==> src/rtl/mem_bus_pkg.sv <==
// mem_bus_pkg: shared state encoding and parameter defaults for the memory bus controller
package mem_bus_pkg;
  typedef enum logic [1:0] {IDLE, ADDR, ACCESS, DONE} state_e;
  localparam int DEF_DATA_W      = 16;
  localparam int DEF_ADDR_W      = 16;
  localparam int DEF_N_REQ       = 2;
  localparam int DEF_WAIT_STATES = 1;
  localparam int DEF_TIMEOUT     = 255;
endpackage

==> src/rtl/mem_bus_ctrl_rr_arbiter.sv <==
// rr_arbiter: round-robin one-hot grant, search starts after the last accepted channel
module rr_arbiter #(
  parameter  int N_REQ = 2,
  localparam int PW    = N_REQ > 1 ? $clog2(N_REQ) : 1
) (
  input  logic             clk_i,
  input  logic             rst_ni,
  input  logic [N_REQ-1:0] req_i,
  input  logic             accept_i,
  output logic [N_REQ-1:0] gnt_o,
  output logic [PW-1:0]    idx_o
);
  logic [PW-1:0] ptr_q;
  // scan from farthest to nearest so the nearest requester after the pointer wins
  always_comb begin
    idx_o = '0;
    for (int i = N_REQ; i >= 1; i--)
      if (req_i[PW'((int'(ptr_q) + i) % N_REQ)]) idx_o = PW'((int'(ptr_q) + i) % N_REQ);
    gnt_o = |req_i ? N_REQ'(1) << idx_o : '0;
  end
  // pointer starts at the last channel so channel 0 wins first after reset
  always_ff @(posedge clk_i or negedge rst_ni)
    if (!rst_ni) ptr_q <= PW'(N_REQ - 1);
    else if (accept_i) ptr_q <= idx_o;
endmodule

==> src/rtl/mem_bus_ctrl.sv <==
// mem_bus_ctrl: multi-requester multiplexed address/data memory bus controller; WAIT_TIMEOUT_EN adds an nWait timeout abort
module mem_bus_ctrl
  import mem_bus_pkg::*;
#(
  parameter int DATA_W      = DEF_DATA_W,
  parameter int ADDR_W      = DEF_ADDR_W,
  parameter int N_REQ       = DEF_N_REQ,
  parameter int WAIT_STATES = DEF_WAIT_STATES,
  parameter int TIMEOUT     = DEF_TIMEOUT
) (
  input  logic                    Clock,
  input  logic                    nReset,
  input  logic [N_REQ-1:0]        Req,
  input  logic [N_REQ-1:0]        ReqWrite,
  input  logic [N_REQ*ADDR_W-1:0] ReqAddr,
  input  logic [N_REQ*DATA_W-1:0] ReqWData,
  output logic [N_REQ-1:0]        Ack,
  output logic                    Err,
  output logic [DATA_W-1:0]       RData,
  output logic [DATA_W-1:0]       Data_out,
  output logic                    ENB,
  output logic                    ALE,
  output logic                    nME,
  output logic                    nOE,
  output logic                    RnW,
  input  logic [DATA_W-1:0]       Data_in,
  input  logic                    nWait
);
  localparam int PW = N_REQ > 1 ? $clog2(N_REQ) : 1;
  state_e             state_q, state_d;
  logic [N_REQ-1:0]   gnt_q, arb_gnt;
  logic [PW-1:0]      gidx_q, arb_idx;
  logic [3:0]         cnt_q, cnt_d;
  logic [DATA_W-1:0]  rdata_q, rdata_d;
  logic [ADDR_W-1:0]  addr;
  logic [DATA_W-1:0]  wdata;
  logic               wr, accept, at_ws, timed_out;
  assign addr   = ReqAddr[int'(gidx_q)*ADDR_W +: ADDR_W];
  assign wdata  = ReqWData[int'(gidx_q)*DATA_W +: DATA_W];
  assign wr     = ReqWrite[gidx_q];
  assign accept = state_q == IDLE && |Req;
  assign at_ws  = cnt_q == 4'(WAIT_STATES);
  assign Ack    = state_q == DONE ? gnt_q : '0;
  assign RData  = rdata_q;
  rr_arbiter #(.N_REQ(N_REQ)) u_arb (
    .clk_i(Clock), .rst_ni(nReset), .req_i(Req), .accept_i(accept), .gnt_o(arb_gnt), .idx_o(arb_idx)
  );
`ifdef WAIT_TIMEOUT_EN
  localparam int TW = $clog2(TIMEOUT + 1);
  logic [TW-1:0] to_q;
  logic          err_q, stall;
  assign stall     = state_q == ACCESS && at_ws && !nWait;
  assign timed_out = stall && to_q == TW'(TIMEOUT - 1);
  assign Err       = err_q && state_q == DONE;
  // count consecutive stretched cycles and remember an abort until the bus returns to IDLE
  always_ff @(posedge Clock or negedge nReset)
    if (!nReset) begin
      to_q  <= '0;
      err_q <= 1'b0;
    end else begin
      to_q  <= stall ? to_q + 1'b1 : '0;
      err_q <= timed_out || (err_q && state_q != IDLE);
    end
`else
  assign timed_out = 1'b0;
  assign Err       = 1'b0;
`endif
  // state, latched grant, access counter and read data registers
  always_ff @(posedge Clock or negedge nReset)
    if (!nReset) begin
      state_q <= IDLE;
      gnt_q   <= '0;
      gidx_q  <= '0;
      cnt_q   <= '0;
      rdata_q <= '0;
    end else begin
      state_q <= state_d;
      gnt_q   <= accept ? arb_gnt : gnt_q;
      gidx_q  <= accept ? arb_idx : gidx_q;
      cnt_q   <= cnt_d;
      rdata_q <= rdata_d;
    end
  // next state and bus strobes; strobes idle outside ADDR and ACCESS
  always_comb begin
    state_d  = state_q;
    cnt_d    = cnt_q;
    rdata_d  = rdata_q;
    ALE      = 1'b0;
    nME      = 1'b1;
    nOE      = 1'b1;
    RnW      = 1'b1;
    ENB      = 1'b0;
    Data_out = '0;
    case (state_q)
      IDLE: state_d = |Req ? ADDR : IDLE;
      ADDR: begin
        ALE      = 1'b1;
        nME      = 1'b0;
        ENB      = 1'b1;
        RnW      = ~wr;
        Data_out = DATA_W'(addr);
        cnt_d    = '0;
        state_d  = ACCESS;
      end
      ACCESS: begin
        nME      = 1'b0;
        nOE      = wr;
        ENB      = wr;
        RnW      = ~wr;
        Data_out = wr ? wdata : '0;
        cnt_d    = at_ws ? cnt_q : cnt_q + 4'd1;
        state_d  = (at_ws && nWait) || timed_out ? DONE : ACCESS;
        rdata_d  = at_ws && nWait && !wr ? Data_in : rdata_q;
      end
      default: state_d = IDLE;
    endcase
  end
endmodule

==> config.mk <==
export PLATFORM = sky130hd
export DESIGN_NAME = mem_bus_ctrl
export DESIGN_NICKNAME = d
export VERILOG_FILES = /design/src/rtl/mem_bus_pkg.sv /design/src/rtl/mem_bus_ctrl_rr_arbiter.sv /design/src/rtl/mem_bus_ctrl.sv
export SDC_FILE = /design/constraint.sdc
export NUM_CORES = 1
export LEC_CHECK = 0
export BUFFER_PORTS_ARGS = -buffer_cell sky130_fd_sc_hd__buf_2
export CAP_MARGIN = 20
export CORE_MARGIN = 2
export CORE_UTILIZATION = 45
export DETAILED_ROUTE_END_ITERATION = 8
export PLACE_DENSITY_LB_ADDON = 0.08
export SYNTH_ARGS = -nofsm -noshare
export SYNTH_HDL_FRONTEND = slang
export SYNTH_HIERARCHICAL = 1
export SYNTH_SLANG_ARGS = --single-unit
==> constraint.sdc <==
create_clock -name Clock -period 4.34 [get_ports Clock]
set_input_delay 0.434 -clock Clock [delete_from_list [all_inputs] [get_ports Clock]]
set_output_delay 0.434 -clock Clock [all_outputs]
set_load 0.005 [all_outputs]
==> results of run 1 <==
## worst reg2reg max path: cells and delay by family (launching register included)
family	cells	cell delay (ps)
flip-flops	1	430
buffers and inverters	3	520
AND/OR/NAND/NOR	1	900
multiplexers	1	420
adder cells (fa/ha/maj)	1	150
## metal layers
layer / global-route usage / vias to the layer above / wire [um]
li1: - / 835 / -
met1: 0.2353 / 794 / 1889
met2: 0.3422 / 59 / 2474
met3: 0.04276 / 2 / 288
met4: 0.04750 / 0 / 18
met5: 0 / - / 0
## cell type report
type | count | area (um^2) | share of cell area
tap | 50 | 62.56 | 0.02463
inverter | 7 | 26.28 | 0.01034
clock inverter | 1 | 30.03 | 0.01182
clock buffer | 3 | 41.29 | 0.01626
sequential | 26 | 651.9 | 0.2566
timing repair buffer | 127 | 640.6 | 0.2522
multi-input combinational | 120 | 1087 | 0.4281
## sequential cells by signal, indices dropped and copies added, names as in the netlist
name         flops
RData           16
cnt_q            4
gnt_q            2
state_q          2
gidx_q           1
u_arb/ptr_q      1
## Yosys cell counts, types with 2 or more instances
cell	n	area (um^2)
and2_1	2	12.51
inv_1	6	22.52
buf_4	2	15.01
xor2_1	2	17.52
a32oi_1	16	140.1
mux2_2	52	585.6
nand3_1	2	10.01
buf_6	2	22.52
mux2_4	2	30.03
nor2_1	18	67.56
nand2_1	3	11.26
o21ai_0	3	15.01
nand2b_1	2	12.51
clkbuf_1	9	33.78
dfrtp_1	25	625.6
ha_1	7	87.58
a21oi_1	3	15.01
## final timing paths
kind,start,end,slack [ps],cells after the start
worst max-delay path,state_q[0],RData[7],1820,6
worst min-delay path,nReset,RData[11],140,1
worst max register to register,state_q[0],RData[7],1820,6
worst min register to register,gnt_q[0],gnt_q[0],510,1
max in group asynchronous,nReset,u_arb/ptr_q,3810,1
min in group Clock,Data_in[15],RData[15],390,2
## per-stage QoR
stage / cell area [um^2] / util / setup WS (ps) / total power, mW
after floorplan: 1842 / - / 2408 / 1.013
after global placement: 2469 / 0.6216 / 1892 / 1.278
after detailed placement: 2469 / 0.6216 / 1842 / 1.295
after CTS: 2540 / 0.6396 / 1831 / 1.499
after global routing: 2540 / 0.6396 / 1654 / 1.608
final: 2540 / 0.6396 / 1818 / 1.486
## cells in the final DEF (no fill, tap or decap)
master	count
dfrtp_1	25
and2_1	2
a32oi_1	16
xor2_1	2
clkinv_1	1
nor2_1	18
ha_1	7
buf_2	125
o21ai_1	1
o32ai_1	1
mux2_2	52
nand2_1	3
a21oi_1	3
mux2_4	2
buf_4	2
inv_1	6
nor2b_4	1
nand2b_1	2
nor3b_2	1
dfstp_2	1
bufinv_16	1
clkbuf_8	3
or2_2	1
nand3_1	2
nor4b_4	1
conb_1	1
a22o_1	1
o21ai_0	3
## cell families (layout without fill, tap and decap cells)
logic type               Yosys count  after routing
AO/OA/AOI/OAI                     25             25
XOR/XNOR                           2              2
adder cells (fa/ha/maj)            7              7
buffers and inverters             21            138
flip-flops                        26             26
multiplexers                      54             54
other                              1              1
AND/OR/NAND/NOR                   31             31
## power by group
part           switching (mW)  total [mW]  leakage (nW)  internal (mW)
logic                   0.418       0.854         0.955          0.436
registers              0.0762       0.434         0.324          0.358
clock network          0.0748       0.198        0.0357          0.123
total                   0.569        1.49          1.31          0.917
==> qor_table.md, run 1 <==
| Item | Reported | Unit |
|---|---|---|
| Outcome | completed | - |
| TritonRoute pass-1 iters | 4 | - |
| Setup fix buffers added after clock tree synthesis | 0 | - |
| Layout cell share with drive strength beyond 1 | 0.6690 | - |
| Number of storage elements in the synthesis netlist | 26 | - |
| Global-route wire length before repair | 6865 | um |
| Cell count after synthesis | 167 | - |
| Largest stage delay on the critical path | 900 | ps |
| Leak | 1.315 | nW |
| Part of the cycle the worst path needs | 0.5811 | - |
| Die span in x | 67.98 | um |
| Buffer and inverter count on the worst path | 3 | - |
| Final Setup Violations | 0 | - |
| Post-Syn Area per Cell | 11.03 | um^2 |
| Worst hold path type | in2async | - |
| Number of nets in the layout | 379 | - |
| Most frequent CP cell | inv_1 | - |
| Final worst clock skew | 7.081 | ps |
| Crit path arrival time | 2680 | ps |
| Fmax | 396.5 | MHz |
| Routed Antenna Nets | 0 | - |
| Number of placed instances with taps included | 330 | - |
| Warning count from the yosys run | 6 | - |
| Post-synthesis to final-layout area growth | 37.91 | % |
| Max capacitance violation total | 0 | - |
| Number of antenna violations at the first check in global routing | 0 | - |
| Final wirelength | 4669 | um |
| Number of cells upsized or downsized after cts | 0 | - |
| Final number of hold-violating endpoints | 0 | - |
| Highest-delay cell along the critical path | nor4b_4 | - |
| Fraction of the mapped netlist area in adder cells | 0.04755 | - |
| Cells along the critical path | inv_1 -> ha_1 -> buf_4 -> inv_1 -> nor4b_4 -> mux2_2 | - |
| Critical path peak fanout | 22 | - |
| Largest family of logic cells by synthesized area | multiplexers | - |
| IO Pins | 127 | - |
| Relative slew margins | 0.3473 | - |
| Count of flip-flops with a built-in enable after synthesis | 0 | - |
| Startpoint types | register | - |
| Vias | 1690 | - |
| CTS buffer count | 3 | - |
| Combined global-route utilization of all metal layers | 0.1926 | - |
| TritonCTS clock tree | built | - |
| XOR/XNOR Fraction of Synth Area | 0.009511 | - |
| Endpoint type of the worst setup path | register | - |
| Initial Utilization | 0.4638 | - |
| Total of hold buffers inserted after clock tree synthesis | 0 | - |
| Share of synthesized flip-flops with an asynchronous set or reset | 1.000 | - |
| Clock buffer depth | 2 | - |
| Overall die area | 4621 | um^2 |
| Max-slew violation count | 0 | - |
| Number of inserted diodes | 0 | - |
| # H-tree levels | 1 | - |
| Placer's final routability congestion estimate | 0.7388 | - |
| Fill cells | 331 | - |
| Die height | 67.98 | um |
| Remaining routing DRC violations | 0 | - |
| Synth cell types | 28 | - |
| Maximum resistive drop on vdd | 327.4 | uV |
| Number of DRC markers in iteration 0 | 83 | - |
| Simple-gate area share of the yosys netlist | 0.09239 | - |
| Shortest clock period the worst path allows after layout | 2522 | ps |
| Post-synth net total | 261 | - |
| Hold slack | 140.6 | ps |
| Vias in the first global route | 1577 | - |
| Placeable core region | 3971 | um^2 |
| Total number of placement rows | 23 | - |
| Multiplexer fraction of the synthesized cell area | 0.3342 | - |
| Root buffer cell | clkbuf_8 | - |
| Worst-skew pair later-pin latency | 270 | ps |
| Tightest Pin Transition | 975.0 | ps |
| Fin Setup TNS | 0 | ps |
| Half-perimeter wire length after placement | 3673 | um |
| Final global-route overflow total | 0 | - |
| Delay-heaviest family, CP | simple AND/OR/NAND/NOR gates | - |
| WS Path Type | reg2reg | - |
| Main flop type after synthesis | dfrtp_1 | - |
| Portion of the post-synthesis area used by sequential elements | 0.3539 | - |
| IO buf count | 125 | - |
| CP required | 4500 | ps |
| Via density per instance | 5.060 | - |
| Clock slew at reported path FFs | 90 | ps |
| Maximum number of pins on one net before global-route repair | 34 | - |
| RSZ-0062 raised after global routing | no | - |
| Average wire per standard cell | 13.98 | um |
| Non-filler cells in the finished layout | 334 | - |
| CTS sink cnt | 26 | - |
| Power density over the cells | 585.0 | nW/um^2 |
| Compound-Gate Fraction of Synth Area | 0.1046 | - |
| Synthesized cell area | 1842 | um^2 |
Note: power is estimated with default switching activity, not from simulation.
==> run 2, diff against run 1 <==
CORE_UTILIZATION = 38   (was 45)
clock period = 2.1 ns   (was 4.34 ns; I/O delays follow)
==> qor_table.md, run 2 (same netlist as run 1, synthesis figures left out) <==
| Item | Reported | Unit | Change |
|---|---|---|---|
| Outcome | completed | - | unchanged |
| WS Path Type | reg2out | - | was reg2reg |
| Routing usage on met3 | 0.04115 | - | was 0.04276 |
| Number of DRC markers in iteration 0 | 106 | - | was 83 |
| Via density per instance | 4.848 | - | was 5.060 |
| Routed Antenna Nets | 0 | - | unchanged |
| Layout cell share with drive strength beyond 1 | 0.6713 | - | was 0.6690 |
| Most common cell after layout, fill and taps aside | buf_2 | - | unchanged |
| CTS sink cnt | 26 | - | unchanged |
| Total power draw | 3.012 | mW | was 1.486 mW |
| Final worst clock skew | 4.928 | ps | was 7.081 ps |
| Maximum resistive drop on vdd | 651.2 | uV | was 327.4 uV |
| TritonRoute pass-1 iters | 4 | - | unchanged |
| Max capacitance violation total | 0 | - | unchanged |
| Final global-route overflow total | 0 | - | unchanged |
| Placement-stage cell area | 2504 | um^2 | was 2469 um^2 |
| Root buffer cell | clkbuf_8 | - | unchanged |
| Number of placed instances with taps included | 338 | - | was 330 |
| Vias | 1663 | - | was 1690 |
| Final design instance area without fill | 2572 | um^2 | was 2540 um^2 |
| Die span in x | 73.62 | um | was 67.98 um |
| Final number of hold-violating endpoints | 0 | - | unchanged |
| Crit path arrival time | 1720 | ps | was 2680 ps |
| Startpoint types | register | - | unchanged |
| Placer's final routability congestion estimate | 0.7872 | - | was 0.7388 |
| Final Setup Violations | 0 | - | unchanged |
| Half-perimeter wire length after placement | 3531 | um | was 3673 um |
| Overall die area | 5420 | um^2 | was 4621 um^2 |
| Clock buffer depth | 2 | - | unchanged |
| IO Pins | 127 | - | unchanged |
| Post-synthesis to final-layout area growth | 39.67 | % | was 37.91% |
| Power density over the cells | 1171 | nW/um^2 | was 585.0 nW/um^2 |
| Highest-delay cell along the critical path | dfrtp_1 | - | was nor4b_4 |
| Vias in the first global route | 1540 | - | was 1577 |
| Average wire per standard cell | 13.30 | um | was 13.98 um |
| Cells along the critical path | buf_6 -> mux2_2 -> a32oi_1 -> nor2_1 -> buf_2 | - | was inv_1 -> ha_1 -> buf_4 -> inv_1 -> nor4b_4 -> mux2_2 |
| Commonest non-fill, non-tap cells in the layout | buf_2 (125), mux2_2 (52), dfrtp_1 (25), nor2_1 (18), a32oi_1 (16) | - | unchanged |
| Worst hold path type | in2reg | - | was in2async |
| Number of nets in the layout | 384 | - | was 379 |
| Number of antenna violations at the first check in global routing | 0 | - | unchanged |
| Critical path peak fanout | 33 | - | was 22 |
| Die height | 73.62 | um | was 67.98 um |
| Sequential Area | 651.9 | um^2 | unchanged |
| Final Util | 0.5483 | - | was 0.6396 |
| Tightest Pin Transition | 569.0 | ps | was 975.0 ps |
| Most Crowded Layer GR | met2 | - | unchanged |
| Buffer and inverter count on the worst path | 2 | - | was 3 |
| Endpoint type of the worst setup path | primary output | - | was register |
| Fill cells | 452 | - | was 331 |
| Fin Setup TNS | 0 | ps | unchanged |
| Global-route wire length before repair | 7003 | um | was 6865 um |
| Final wirelength | 4562 | um | was 4669 um |
| Remaining routing DRC violations | 0 | - | unchanged |
| Initial Utilization | 0.3925 | - | was 0.4638 |
| RSZ-0062 raised after global routing | no | - | unchanged |
| Relative slew margins | 0.6207 | - | was 0.3473 |
| Worst-skew pair later-pin latency | 260 | ps | was 270 ps |
| Total area of multi-input combinational cells | 1087 | um^2 | unchanged |
| Largest stage delay on the critical path | 400 | ps | was 900 ps |
| Met2 GRT Util | 0.2748 | - | was 0.3422 |
| CTS buffer count | 3 | - | unchanged |
| Max-slew violation count | 0 | - | unchanged |
| Max FFs per register | 16 | - | unchanged |
| Placeable core region | 4692 | um^2 | was 3971 um^2 |
| Number of inserted diodes | 0 | - | unchanged |
| TritonCTS clock tree | built | - | unchanged |
| Met1 track demand over resource in global routing | 0.2176 | - | was 0.2353 |
| Total number of placement rows | 25 | - | was 23 |
| Worst setup slack for register-to-register paths | 290 | ps | was 1820 ps |
| Leak | 1.334 | nW | was 1.315 nW |
| Shortest clock period the worst path allows after layout | 1934 | ps |  |
| Maximum number of pins on one net before global-route repair | 34 | - | unchanged |
| CP required | 1890 | ps | was 4500 ps |
| Non-filler cells in the finished layout | 343 | - | was 334 |
| Clock slew at reported path FFs | 90 | ps | about the same |
| Fmax | 517.1 | MHz |  |
| Combined global-route utilization of all metal layers | 0.1613 | - | was 0.1926 |
| Delay-heaviest family, CP | buffers and inverters | - | was simple AND/OR/NAND/NOR gates |
| IO buf count | 125 | - | unchanged |
| Part of the cycle the worst path needs | 0.9208 | - |  |
| # H-tree levels | 1 | - | unchanged |
run 2: power by group:
part / total [mW] / leakage, nW / internal, mW / switching [mW]
Sequential: 0.885 / 0.324 / 0.739 / 0.146
Clock: 0.313 / 0.0288 / 0.167 / 0.146
Combinational: 1.81 / 0.981 / 0.953 / 0.861
run 2: through the flow:
stage	setup WS, ps	hold WS, ps
6_report	166.2	167.0
4_1_cts	67.54	158.8
2_1_floorplan	168.1	-85.59
5_1_grt	20.11	162.1
3_3_place_gp	338.0	241.5
3_5_place_dp	301.6	237.3
run 2: metal layers:
metal / vias to the layer above / routed length (um)
met5: - / 0
met4: 0 / 0
met3: 0 / 270
met2: 49 / 2266
met1: 763 / 2025
li1: 851 / -
run 2: final timing paths:
| path | from | endpoint | cells past startpoint |
|---|---|---|---|
| min in group asynchronous | nReset | RData[9] | 2 |
| max in group asynchronous | nReset | u_arb/ptr_q | 2 |
| worst min register to register | gnt_q[1] | gnt_q[1] | 1 |
| worst max register to register | gidx_q | RData[15] | 4 |
| worst min-delay path | Data_in[9] | RData[9] | 2 |
| worst max-delay path | gidx_q | Data_out[11] | 5 |
run 2: cell type report:
| class | instances | area share |
|---|---|---|
| Multi-Input combinational cell | 120 | 0.4227 |
| Timing Repair Buffer | 132 | 0.2661 |
| Sequential cell | 26 | 0.2534 |
| Tap cell | 54 | 0.02626 |
| Clock buffer | 4 | 0.02140 |
| Inverter | 7 | 0.01021 |
run 2: repair_timing:
item                       4_1_cts  5_1_grt
buffers inserted                 0        0
setup endpoints to repair        0       10
hold endpoints to repair        25        0
gates resized for setup          0        1
hold buffers                     1        0
